File: config.mk
export PLATFORM = sky130hd
export DESIGN_NAME = key_conditioner
export DESIGN_NICKNAME = d
export VERILOG_FILES = /design/src/rtl/key_cond_pkg.sv /design/src/rtl/key_channel.sv /design/src/rtl/key_conditioner.sv
export SDC_FILE = /design/constraint.sdc
export NUM_CORES = 1
export LEC_CHECK = 0
export ABC_AREA = 1
export BUFFER_PORTS_ARGS = -buffer_cell sky130_fd_sc_hd__buf_2
export CAP_MARGIN = 0
export CORE_UTILIZATION = 38
export CTS_BUF_LIST = sky130_fd_sc_hd__clkbuf_8
export CTS_CLUSTER_DIAMETER = 40
export DETAILED_ROUTE_END_ITERATION = 10
export SLEW_MARGIN = 20
export SYNTH_ARGS = -nofsm -noshare
export SYNTH_HDL_FRONTEND = slang
export SYNTH_SLANG_ARGS = --single-unit
File: constraint.sdc
create_clock -name clk -period 4 [get_ports clk]
set_input_delay 0.2 -clock clk [delete_from_list [all_inputs] [get_ports clk]]
set_output_delay 0.2 -clock clk [all_outputs]
set_load 0.02 [all_outputs]
File: src/rtl/key_cond_pkg.sv
// key_cond_pkg: shared types and constants for the push-button conditioner.
// Build option: KEY_AUTOREPEAT_EN (used by key_channel) enables auto-repeat.
package key_cond_pkg;

   // Per-channel debounce state
   typedef enum logic [1:0] {
      ST_RELEASED     = 2'd0,
      ST_PRESS_WAIT   = 2'd1,
      ST_PRESSED      = 2'd2,
      ST_RELEASE_WAIT = 2'd3
   } key_state_e;

   // Number of DE1 push buttons handled
   localparam int NUM_KEYS = 4;

   // Counter width able to hold max_count with one bit of headroom
   function automatic int cnt_width(input int max_count);
      return $clog2(max_count) + 1;
   endfunction

endpackage

File: src/rtl/key_channel.sv
// key_channel: one push button -> two-flop synchronizer, stable-count debounce
// FSM, registered debounced level and single-cycle press strobe.
// Build option: KEY_AUTOREPEAT_EN adds a repeat counter that re-issues press
// strobes while the key stays accepted.
module key_channel
   import key_cond_pkg::*;
#(
   parameter int DEBOUNCE_CYCLES = 500_000,
   parameter int REPEAT_DELAY    = 25_000_000,
   parameter int REPEAT_PERIOD   = 5_000_000
) (
   input  logic clk,
   input  logic reset,
   input  logic key_n,
   output logic held,
   output logic press
);

   // One width shared by the debounce and repeat counters
   localparam int RPT_MAX   = (REPEAT_DELAY > REPEAT_PERIOD) ? REPEAT_DELAY : REPEAT_PERIOD;
   localparam int MAX_COUNT = (DEBOUNCE_CYCLES > RPT_MAX) ? DEBOUNCE_CYCLES : RPT_MAX;
   localparam int CNT_W     = cnt_width(MAX_COUNT);

   // Counter value on the last of DEBOUNCE_CYCLES consecutive stable samples
   // (the entry sample into a *_WAIT state is the first, with counter at 0)
   localparam logic [CNT_W-1:0] DB_LAST = CNT_W'(DEBOUNCE_CYCLES - 2);

   logic       s1_q, s1_d;
   logic       s2_q, s2_d;
   key_state_e state_q, state_d;
   logic [CNT_W-1:0] cnt_q, cnt_d;
   logic       held_q, held_d;
   logic       press_q, press_d;

`ifdef KEY_AUTOREPEAT_EN
   // Repeat counter counts down; a strobe fires when it is 0 in PRESSED
   localparam logic [CNT_W-1:0] RPT_FIRST = CNT_W'(REPEAT_DELAY - 1);
   localparam logic [CNT_W-1:0] RPT_NEXT  = CNT_W'(REPEAT_PERIOD - 1);
   logic [CNT_W-1:0] rpt_q, rpt_d;
`endif

   // Next-state logic: synchronizer shift, debounce FSM, counters and strobes
   always_comb begin
      s1_d    = ~key_n;
      s2_d    = s1_q;
      state_d = state_q;
      cnt_d   = cnt_q;
      press_d = 1'b0;
`ifdef KEY_AUTOREPEAT_EN
      rpt_d   = rpt_q;
`endif
      case (state_q)
         ST_RELEASED: begin
            if (s2_q) begin
               state_d = ST_PRESS_WAIT;
               cnt_d   = '0;
            end
         end
         ST_PRESS_WAIT: begin
            if (!s2_q) begin
               state_d = ST_RELEASED;
               cnt_d   = '0;
            end else if (cnt_q == DB_LAST) begin
               state_d = ST_PRESSED;
               cnt_d   = '0;
               press_d = 1'b1;
`ifdef KEY_AUTOREPEAT_EN
               rpt_d   = RPT_FIRST;
`endif
            end else begin
               cnt_d = cnt_q + 1'b1;
            end
         end
         ST_PRESSED: begin
            if (!s2_q) begin
               state_d = ST_RELEASE_WAIT;
               cnt_d   = '0;
`ifdef KEY_AUTOREPEAT_EN
               rpt_d   = '0;
            end else if (rpt_q == '0) begin
               press_d = 1'b1;
               rpt_d   = RPT_NEXT;
            end else begin
               rpt_d = rpt_q - 1'b1;
`endif
            end
         end
         ST_RELEASE_WAIT: begin
            if (s2_q) begin
               // Bounce back: level stays pressed, no new initial strobe
               state_d = ST_PRESSED;
               cnt_d   = '0;
`ifdef KEY_AUTOREPEAT_EN
               rpt_d   = RPT_FIRST;
`endif
            end else if (cnt_q == DB_LAST) begin
               state_d = ST_RELEASED;
               cnt_d   = '0;
            end else begin
               cnt_d = cnt_q + 1'b1;
            end
         end
         default: begin
            state_d = ST_RELEASED;
            cnt_d   = '0;
         end
      endcase
      held_d = (state_d == ST_PRESSED) || (state_d == ST_RELEASE_WAIT);
   end

   // State and output registers, asynchronously cleared
   always_ff @(posedge clk or posedge reset) begin
      if (reset) begin
         s1_q    <= 1'b0;
         s2_q    <= 1'b0;
         state_q <= ST_RELEASED;
         cnt_q   <= '0;
         held_q  <= 1'b0;
         press_q <= 1'b0;
`ifdef KEY_AUTOREPEAT_EN
         rpt_q   <= '0;
`endif
      end else begin
         s1_q    <= s1_d;
         s2_q    <= s2_d;
         state_q <= state_d;
         cnt_q   <= cnt_d;
         held_q  <= held_d;
         press_q <= press_d;
`ifdef KEY_AUTOREPEAT_EN
         rpt_q   <= rpt_d;
`endif
      end
   end

   assign held  = held_q;
   assign press = press_q;

endmodule

File: src/rtl/key_conditioner.sv
// key_conditioner: conditions the four active-low DE1 push buttons into
// debounced active-high levels (held) and one-cycle press strobes (press).
// Build option: KEY_AUTOREPEAT_EN enables auto-repeat strobes while held.
module key_conditioner
   import key_cond_pkg::*;
#(
   parameter int DEBOUNCE_CYCLES = 500_000,
   parameter int REPEAT_DELAY    = 25_000_000,
   parameter int REPEAT_PERIOD   = 5_000_000
) (
   input  logic                clk,
   input  logic                reset,
   input  logic [NUM_KEYS-1:0] KEY,
   output logic [NUM_KEYS-1:0] held,
   output logic [NUM_KEYS-1:0] press
);

   // Independent channel per key
   for (genvar gi = 0; gi < NUM_KEYS; gi++) begin : g_chan
      key_channel #(
         .DEBOUNCE_CYCLES (DEBOUNCE_CYCLES),
         .REPEAT_DELAY    (REPEAT_DELAY),
         .REPEAT_PERIOD   (REPEAT_PERIOD)
      ) u_chan (
         .clk   (clk),
         .reset (reset),
         .key_n (KEY[gi]),
         .held  (held[gi]),
         .press (press[gi])
      );
   end

endmodule
==> impl_metrics.json, run 1 <==
{
  "portBuffers": 13,
  "die_area_sq_um": 19930,
  "drt_first_pass_iters": 5,
  "wirelength_mm": 15.51,
  "n_antenna_cell": 0,
  "cp_data_required_time_ps": 4360,
  "nFillCells": 1864,
  "multi_input_area_sq_um": 3471,
  "grt_use_met3": 0.04450,
  "synth_area_leader_cell": "dfrtp_1",
  "synth_cell_types": 34,
  "layout.nets": 1036,
  "worstSetupPathType": "register to register",
  "synth_top_cell_area_share": 0.4352,
  "yosysMostFrequentCell": "nand2_1",
  "grt_pass1_vias": 5791,
  "setup_tns_ps": 0,
  "cts_buffers": 17,
  "instances_no_fill": 1295,
  "finalPower_mw": 2.735,
  "post-dp-hpwl_mm": 10.82,
  "num_rows": 50,
  "pin_count": 14,
  "maxSlewHeadroom": 0.3660,
  "grtUsageTotal": 0.1705,
  "synth_flop_cell": "dfrtp_1",
  "hold_class": "register to register",
  "cts_tree": "done",
  "synth_commonest_cells": "246 x nand2_1, 183 x nor2_1, 136 x inv_1",
  "synth_edf_count": 0,
  "grt_busiest_layer": "met2",
  "drc": 0,
  "start_kind": "register",
  "antenna_found_initial": 0,
  "max_freq_ghz": 0.4561,
  "cts.path.max_buffers": 2,
  "syn_area_per_cell_sq_um": 7.345,
  "crit_path_end_kind": "register",
  "initial_core_util": 0.3908,
  "vias_per_cell": 4.678,
  "cts_setup_buffers": 0,
  "skew_ps": 13.35,
  "gp_congestion": 0.8189,
  "clk_pin_slew_ps": 70,
  "synth_nets": 1016,
  "cts_hold_buf": 5,
  "arrival_ps": 2550,
  "regArea_sq_um": 3203,
  "status": "finished clean",
  "grtUsageMet1": 0.2252,
  "ys_ff_latch": 128,
  "path_max_fanout": 16,
  "grt_remaining_overflow": 0,
  "p_leak_nw": 3.725,
  "die_h_microns": 141.2,
  "drt_iter0_drc": 426,
  "finalCriticalPeriod_ps": 2193,
  "coreArea_sq_um": 18830,
  "maxCapViolCount": 0,
  "grt_max_degree": 107,
  "rsz0062_at_grt": "no",
  "vias": 6058,
  "wl_per_cell_microns": 11.98,
  "cts-root-buf": "clkbuf_8",
  "placed_cells": 1258,
  "ant_nets": 0,
  "ir_drop_uv": 202.2,
  "syn_to_final_growth_pct": 10.47,
  "async_reset_ff_frac": 1.000,
  "power.density_nw_per_um2": 336.3,
  "netlist_instances": 1002,
  "finalSetupViolations": 0,
  "dieWidth_microns": 141.2,
  "clkLatencyLatePin_ps": 460,
  "yosys_warnings": 0,
  "syn_area_sq_um": 7360,
  "cts.sinks": 128,
  "slew_viol_final": 0,
  "grt_use_met2": 0.2741,
  "final_layout_size_suffix_gt1_frac": 0.08696,
  "htree_levels": 4,
  "worst_pin_slew_ps": 951.0,
  "yosysSeqAreaShare": 0.4352,
  "hold_viol": 0,
  "synth.area.top_cells": "dfrtp_1 44%, nand2_1 13%, nor2_1 9.3%, inv_1 6.9%, nand3_1 4.4%",
  "grt_pass1_wl_mm": 27.23,
  "post-route-period-util": 0.5482,
  "whs_ps": 350.4,
  "ctsResizeCount": 0
}
## path summary, 6_finish.rpt
check	startpoint	cells after the start	slack, ps	end
hold / removal	g_chan[0].u_chan.s1_q	0	350	g_chan[0].u_chan.s2_q
setup / recovery	g_chan[2].u_chan.cnt_q[0]	11	1810	g_chan[2].u_chan.cnt_q[10]
min in group asynchronous	reset	3	490	g_chan[0].u_chan.cnt_q[2]
max in group asynchronous	reset	4	2580	g_chan[2].u_chan.cnt_q[25]
hold reg to reg	g_chan[0].u_chan.s1_q	0	350	g_chan[0].u_chan.s2_q
setup reg to reg	g_chan[2].u_chan.cnt_q[0]	11	1810	g_chan[2].u_chan.cnt_q[10]
## worst max-delay path: stages (launching register included)
cell	delay [ps]
dfrtp_1	360
inv_1	80
ha_1	200
inv_1	50
nor2_1	30
nand2_1	60
nor2_1	40
nand2_1	60
nor2_1	50
nor2_1	590
inv_2	290
o21ai_0	280
## per-stage QoR
step,worst slack [ps],utilization,cell area (sq um)
after floorplan,387.4,-,7360
after global placement,1941,0.4045,7616
after detailed placement,1826,0.4045,7616
after CTS,1780,0.4318,8130
after global routing,1557,0.4318,8130
final,1807,0.4318,8130
## where the power goes
part | switching, mW | total (mW) | internal, mW
Sequential | 0.0126 | 1.32 | 1.31
Clock | 0.522 | 1.31 | 0.785
Combinational | 0.0841 | 0.108 | 0.0240
## registers in the layout (all words and copies together) (netlist names)
register,flops
g_chan.u_chan.state_q,8
g_chan.u_chan.s1_q,4
g_chan.u_chan.press,4
g_chan.u_chan.held,4
g_chan.u_chan.s2_q,4
g_chan.u_chan.cnt_q,104
## per-layer routing
metal	routed length [microns]	vias to the layer above	share of wire
li1	-	3170	-
met1	7782	2790	0.50
met5	0	-	0
met4	183	0	0.012
met2	7091	83	0.46
met3	450	15	0.029
## logic make-up (layout without fill, tap and decap cells)
group,count (synthesis),count (layout),synth area share
compound gates,64,64,0.04556
xor+xnor,47,47,0.05593
fa+ha+maj,8,8,0.01360
buf+inv,160,193,0.09316
flops,128,128,0.4352
simple gates,595,595,0.3565
## area by class of cell
| cell class | instances | share of cell area |
|---|---|---|
| sequential | 128 | 0.3940 |
| timing repair buffer | 20 | 0.01600 |
| clock buffer | 20 | 0.03386 |
| clock inverter | 12 | 0.02324 |
| multi-input combinational | 714 | 0.4269 |
| tap | 260 | 0.04001 |
| inverter | 141 | 0.06602 |
## cells in the final DEF, fill, tap and decap left out, types with 4 or more instances in the layout
cell and n:
nor3_1 26, nor2_2 11, bufinv_16 5, o21ai_1 4
inv_1 137, o22ai_1 4, nand2_2 8, inv_2 4
ha_1 8, xnor2_1 13, o21ai_0 37, xor2_1 34
clkbuf_8 20, dlygate4sd3_1 5, nand4_1 29, a21oi_1 14
nor2_1 183, nor2_4 6, dfrtp_1 128, nand3_2 5
nand3_1 65, nand3b_1 5, nand2_1 246, buf_2 13
Power figures use the tool's default switching activity.
==> run 2, diff against run 1 <==
- clock period: 4 -> 1.9 ns (I/O delays scaled with it)
==> run 2 against run 1 <==
Compared with the run above:
- fmax up 28%
- wire length shrank 0.55%
- sequential share of layout area decreased by 0.28 points
- largest cell class unchanged
- highest routed layer unchanged
- clock skew down 3.6 ps
- first-iteration DRC count shrank 9.6%
- sequential cell count unchanged
- via count is 0.81% higher
- combinational power rose by 140%
- clock-buffer cell count decreased by 2
- global-route usage is essentially flat
- critical path type unchanged
- power up 96%
==> impl_metrics.json, run 2 (synthesized netlist as in run 1, its figures left out) <==
{
  "arrival_ps": 2050,
  "layout.nets": 1050,
  "grt_remaining_overflow": 0,
  "setup_tns_ps": 0,
  "nFillCells": 1923,
  "hold_class": "primary input to async pin",
  "grtUsageTotal": 0.1703,
  "start_kind": "register",
  "combPwrFrac": 0.047,
  "portBuffers": 13,
  "n_antenna_cell": 0,
  "num_rows": 50,
  "cts_setup_buffers": 0,
  "skew_ps": 9.749,
  "clkLatencyLatePin_ps": 450,
  "initial_core_util": 0.3908,
  "multi_input_area_sq_um": 3481,
  "gp_congestion": 0.8393,
  "finalPower_mw": 5.362,
  "grt_pass1_wl_mm": 26.99,
  "top_register": "g_chan.u_chan.cnt_q",
  "die_area_sq_um": 19930,
  "switching_power_mw": 1.349,
  "worstSetupPathType": "register to register",
  "vias": 6107,
  "drt_iter0_drc": 385,
  "post-dp-hpwl_mm": 11.16,
  "drt_first_pass_iters": 5,
  "wl_per_cell_microns": 11.78,
  "place_ws_ps": 18.81,
  "syn_to_final_growth_pct": 11.27,
  "coreArea_sq_um": 18830,
  "cp_data_required_time_ps": 2230,
  "vias_per_cell": 4.665,
  "crit_path_end_kind": "register",
  "cts_buffers": 17,
  "status": "finished clean",
  "ir_drop_uv": 460.5,
  "path_max_fanout": 12,
  "fin_ws_ps": 185.3,
  "maxSlewHeadroom": 0.6795,
  "grt_max_degree": 86,
  "p_int_mw": 4.013,
  "regArea_sq_um": 3203,
  "clkPwrFrac": 0.435,
  "worst_pin_slew_ps": 480.8,
  "rsz0062_at_grt": "no",
  "die_h_microns": 141.2,
  "htree_levels": 4,
  "dieWidth_microns": 141.2,
  "ant_nets": 0,
  "cts-root-buf": "clkbuf_8",
  "p_leak_nw": 3.738,
  "reg_top3": "g_chan.u_chan.cnt_q (104), g_chan.u_chan.state_q (8)",
  "final_layout_size_suffix_gt1_frac": 0.1039,
  "antenna_found_initial": 0,
  "pin_count": 14,
  "final_cell_mix": "246 x nand2_1, 181 x nor2_1, 134 x inv_1, 128 x dfrtp_1, 65 x nand3_1",
  "largest_reg_flops": 104,
  "grt_pass1_vias": 5710,
  "slew_viol_final": 0,
  "final_common_cell": "nand2_1",
  "cts.sinks": 128,
  "maxCapViolCount": 0,
  "power_frac_seq": 0.518,
  "hold_viol": 0,
  "clk_pin_slew_ps": 80,
  "post-route-period-util": 0.9025,
  "wirelength_mm": 15.42,
  "max_freq_ghz": 0.5832,
  "reg2reg_slack_ps": 190,
  "finalSetupViolations": 0,
  "power.density_nw_per_um2": 654.8,
  "finalCriticalPeriod_ps": 1715,
  "cts_tree": "done",
  "cts.path.max_buffers": 2,
  "drc": 0,
  "p_sw_frac": 0.2516
}
-- run 2: cell count changes in the layout (fill, tap and decap cells not counted), sizes merged --
| cell | previous run | this run |
|---|---|---|
| clkbuf | 20 | 18 |
| clkinv | 4 | 5 |
| inv | 143 | 141 |
| bufinv | 5 | 2 |
| clkinvlp | 1 | 7 |
| buf | 15 | 29 |
-- run 2: timing repair --
action,CTS,global route
gates resized for setup,0,6
endpoints found under the setup margin,0,42
hold endpoints to repair,122,0
hold buffers,5,0
-- run 2: layout make-up --
| cell class | instances | share of cell area |
|---|---|---|
| Timing Repair Buffer | 34 | 0.03025 |
| Sequential cell | 128 | 0.3911 |
| Multi-Input combinational cell | 714 | 0.4251 |
| Clock inverter | 14 | 0.01742 |
| Tap cell | 260 | 0.03973 |
| Inverter | 141 | 0.06616 |
| Clock buffer | 18 | 0.03025 |
-- run 2: critical path, stage by stage, from the launching register on --
cell and delay [ps]:
dfrtp_1 420, inv_1 70, ha_1 140, nand2_1 50
nor2_1 100, nand3_1 70, nor2_1 150, nand2_1 70
nand2_1 160, nand2_4 70, buf_4 190, nand2_1 70
nor2_1 40
-- run 2: power groups by stage --
stage | logic (mW) | clock network [mW] | registers [mW]
floorplan | 0.179 | 0 | 2.82
global placement | 0.248 | 0 | 2.83
detailed placement | 0.251 | 0 | 2.83
CTS | 0.260 | 2.41 | 2.77
global route | 0.295 | 2.53 | 2.78
finish | 0.254 | 2.33 | 2.78
-- run 2: per-layer routing --
metal / GRT usage / vias up / part of all wire
li1: - / 3188 / -
met1: 0.2355 / 2819 / 0.51
met2: 0.2652 / 85 / 0.45
met3: 0.03974 / 15 / 0.030
met4: 0.04863 / 0 / 0.013
met5: 0 / - / 0
-- run 2: final timing paths --
path	cells after the start	to	start
setup / recovery	12	g_chan[0].u_chan.cnt_q[15]	g_chan[0].u_chan.cnt_q[0]
hold / removal	3	g_chan[1].u_chan.held	reset
setup reg to reg	12	g_chan[0].u_chan.cnt_q[15]	g_chan[0].u_chan.cnt_q[0]
hold reg to reg	0	g_chan[3].u_chan.s2_q	g_chan[3].u_chan.s1_q
max in group asynchronous	4	g_chan[3].u_chan.held	reset
min in group clk	3	g_chan[0].u_chan.s1_q	KEY[0]
-- run 2: through the flow --
step,utilization,hold WS (ps),cell area [sq um],std cells
after global placement,0.4106,63.15,7732,1272
final,0.4349,136.4,8189,1309
after global routing,0.4349,132.4,8189,1309
after detailed placement,0.4106,64.72,7732,1272
after floorplan,-,154.4,7363,1002
after CTS,0.4340,115.9,8173,1309
==> run 3, diff against run 2 <==
- ABC_AREA: 1 -> not set
- clock period: 1.9 -> 2.05 ns (I/O delays scaled with it)
==> run 3 against run 2 <==
Compared with the run above:
- the flow now finishes with violations (setup timing)
- combinational power increased by 36%
- synthesized area shrank 10%
- first-iteration DRC count increased by 11%
- cell count is 22% lower
- power is 3.0% lower
- critical endpoint is now g_chan[3].u_chan.press
- highest routed layer unchanged
==> impl_metrics.json, run 3 <==
{
  "status": "complete, but fails checks",
  "violations": "setup timing",
  "htree_levels": 4,
  "yosys_warnings": 0,
  "yosysSeqAreaShare": 0.4841,
  "start_kind": "register",
  "wl_per_cell_microns": 14.70,
  "worstRegToRegCells": 4,
  "fin_ws_ps": -256.7,
  "finalPower_mw": 5.204,
  "netlist_instances": 687,
  "n_antenna_cell": 0,
  "synth.area.top_cells": "dfrtp_1 48%, xor2_1 6.0%, nor2_1 4.6%, nand3_1 3.9%, xnor2_1 3.0%",
  "synth_cell_types": 59,
  "die_h_microns": 134.0,
  "wirelength_mm": 15.09,
  "max_freq_ghz": 0.4335,
  "portBuffers": 13,
  "vias_per_cell": 5.381,
  "ys_ff_latch": 128,
  "synth_edf_count": 0,
  "final_cell_mix": "128 x dfrtp_1, 77 x buf_4, 71 x nor2_1, 53 x nand2_1, 48 x nand3_1",
  "syn_to_final_growth_pct": 27.59,
  "final_layout_size_suffix_gt1_frac": 0.2602,
  "synth_area_leader_cell": "dfrtp_1",
  "pin_count": 14,
  "post-dp-hpwl_mm": 9.634,
  "final_common_cell": "dfrtp_1",
  "path_max_fanout": 3,
  "worstSetupPathType": "register to register",
  "dieWidth_microns": 134.0,
  "hold_depth": 3,
  "drt_iter0_drc": 427,
  "grt_max_degree": 129,
  "reg2reg_slack_ps": -260,
  "largest_reg_flops": 104,
  "whs_endpoint": "g_chan[2].u_chan.s1_q",
  "worst_pin_slew_ps": 1055,
  "gp_congestion": 0.8716,
  "grt_pass1_wl_mm": 25.50,
  "place_area_sq_um": 7530,
  "clk_pin_slew_ps": 70,
  "power.density_nw_per_um2": 616.4,
  "yosysMostFrequentCell": "dfrtp_1",
  "drc": 0,
  "layout.nets": 808,
  "cts-root-buf": "clkbuf_8",
  "finalCriticalPeriod_ps": 2307,
  "arrival_ps": 2670,
  "syn_area_per_cell_sq_um": 9.631,
  "slew_viol_final": 0,
  "reg_top3": "g_chan.u_chan.cnt_q (104), g_chan.u_chan.state_q (8)",
  "grt_use_met2": 0.2818,
  "syn_area_sq_um": 6616,
  "final_core_util": 0.5019,
  "async_reset_ff_frac": 1.000,
  "grtUsageTotal": 0.1767,
  "cts.path.max_buffers": 2,
  "cts.sinks": 128,
  "cp_data_required_time_ps": 2410,
  "reg2reg_from": "g_chan[3].u_chan.cnt_q[11]",
  "skew_ps": 6.365,
  "grt_pass1_vias": 5368,
  "hold_start": "KEY[2]",
  "p_leak_nw": 3.780,
  "grt_use_met3": 0.04271,
  "crit_path_end_kind": "register",
  "cts_buffers": 17,
  "post-route-period-util": 1.125,
  "synth_flop_cell": "dfrtp_1",
  "ir_drop_uv": 419.0,
  "clkLatencyLatePin_ps": 440,
  "ant_nets": 0,
  "grtUsageMet1": 0.2342,
  "maxSlewHeadroom": 0.2941,
  "hold_viol": 0,
  "finalSetupViolations": 48,
  "worstReg2RegEnd": "g_chan[3].u_chan.press",
  "rsz0062_at_grt": "yes",
  "num_rows": 47,
  "antenna_found_initial": 0,
  "grt_busiest_layer": "met2",
  "stdcell_area_sq_um": 8442,
  "grt_remaining_overflow": 0,
  "maxCapViolCount": 0,
  "drt_first_pass_iters": 5,
  "top_register": "g_chan.u_chan.cnt_q",
  "die_area_sq_um": 17940,
  "synth_nets": 701,
  "coreArea_sq_um": 16820,
  "cts_tree": "done",
  "synth_top_cell_area_share": 0.4841,
  "vias": 5526,
  "synth_commonest_cells": "128 x dfrtp_1, 81 x nor2_1, 53 x nand2_1",
  "initial_core_util": 0.3934,
  "nFillCells": 1578,
  "hold_class": "primary input to register"
}
run 3: how the worst max path moves through the flow:
| stage | depth (start not counted) | to | from | slack [ps] |
|---|---|---|---|---|
| after CTS | 4 | g_chan[3].u_chan.press | g_chan[3].u_chan.cnt_q[11] | -250 |
| after global routing | 6 | g_chan[3].u_chan.cnt_q[5] | g_chan[3].u_chan.cnt_q[11] | -320 |
| final | 4 | g_chan[3].u_chan.press | g_chan[3].u_chan.cnt_q[11] | -260 |
| after floorplan | 6 | g_chan[3].u_chan.cnt_q[10] | g_chan[3].u_chan.cnt_q[12] | -230 |
| after detailed placement | 4 | g_chan[3].u_chan.press | g_chan[3].u_chan.cnt_q[14] | -280 |
| after global placement | 4 | g_chan[3].u_chan.press | g_chan[3].u_chan.cnt_q[14] | -260 |
run 3: per-stage QoR:
stage	TNS (ps)	hold slack [ps]	std cells	setup slack, ps
6_report	-6009	318.8	1027	-256.7
3_3_place_gp	-4786	247.7	974	-256.2
5_1_grt	-11040	315.2	1027	-323.4
4_1_cts	-4692	289.4	1022	-250.1
3_5_place_dp	-5752	252.7	974	-277.8
2_1_floorplan	-5146	161.9	687	-230.3
run 3: logic make-up after synthesis:
group           share of synthesized area
xor+xnor                          0.09001
mux                               0.01664
fa+ha+maj                         0.01513
flops                              0.4841
compound gates                    0.09909
simple gates                       0.2612
buf+inv                           0.03385
run 3: power breakdown:
part	total (mW)	internal [mW]	switching, mW
sequential	2.62	2.57	0.0514
combinational	0.345	0.138	0.207
clock	2.24	1.24	0.996
total	5.20	3.95	1.25
run 3: per-layer routing:
| layer | share of wire | vias to the layer above | wire length [microns] |
|---|---|---|---|
| met5 | 0 | - | 0 |
| met4 | 0.012 | 0 | 180 |
| met3 | 0.034 | 20 | 508 |
| met2 | 0.48 | 92 | 7247 |
| met1 | 0.47 | 2724 | 7157 |
| li1 | - | 2690 | - |
run 3: layout make-up:
type | count | area [sq um] | share of cell area
Clock buffer | 19 | 261.5 | 0.03098
Timing Repair Buffer | 114 | 924.6 | 0.1095
Tap cell | 220 | 275.3 | 0.03261
Clock inverter | 13 | 145.1 | 0.01719
Sequential cell | 128 | 3203 | 0.3794
Inverter | 22 | 86.33 | 0.01023
Multi-Input combinational cell | 511 | 3546 | 0.4200
run 3: worst max-delay path, cell delays in order (launching register included):
cell,delay [ps]
dfrtp_1,380
or4b_1,530
or4_4,570
or4_4,500
nor4b_4,240
run 3: what timing repair did:
item | CTS | global route
endpoints found under the setup margin | 44 | 87
setup buffers | 6 | 3
hold buffers | 5 | 0
cloned | 5 | 2
pin swaps | 28 | 25
resized for setup | 39 | 56
hold endpoints to repair | 132 | 0
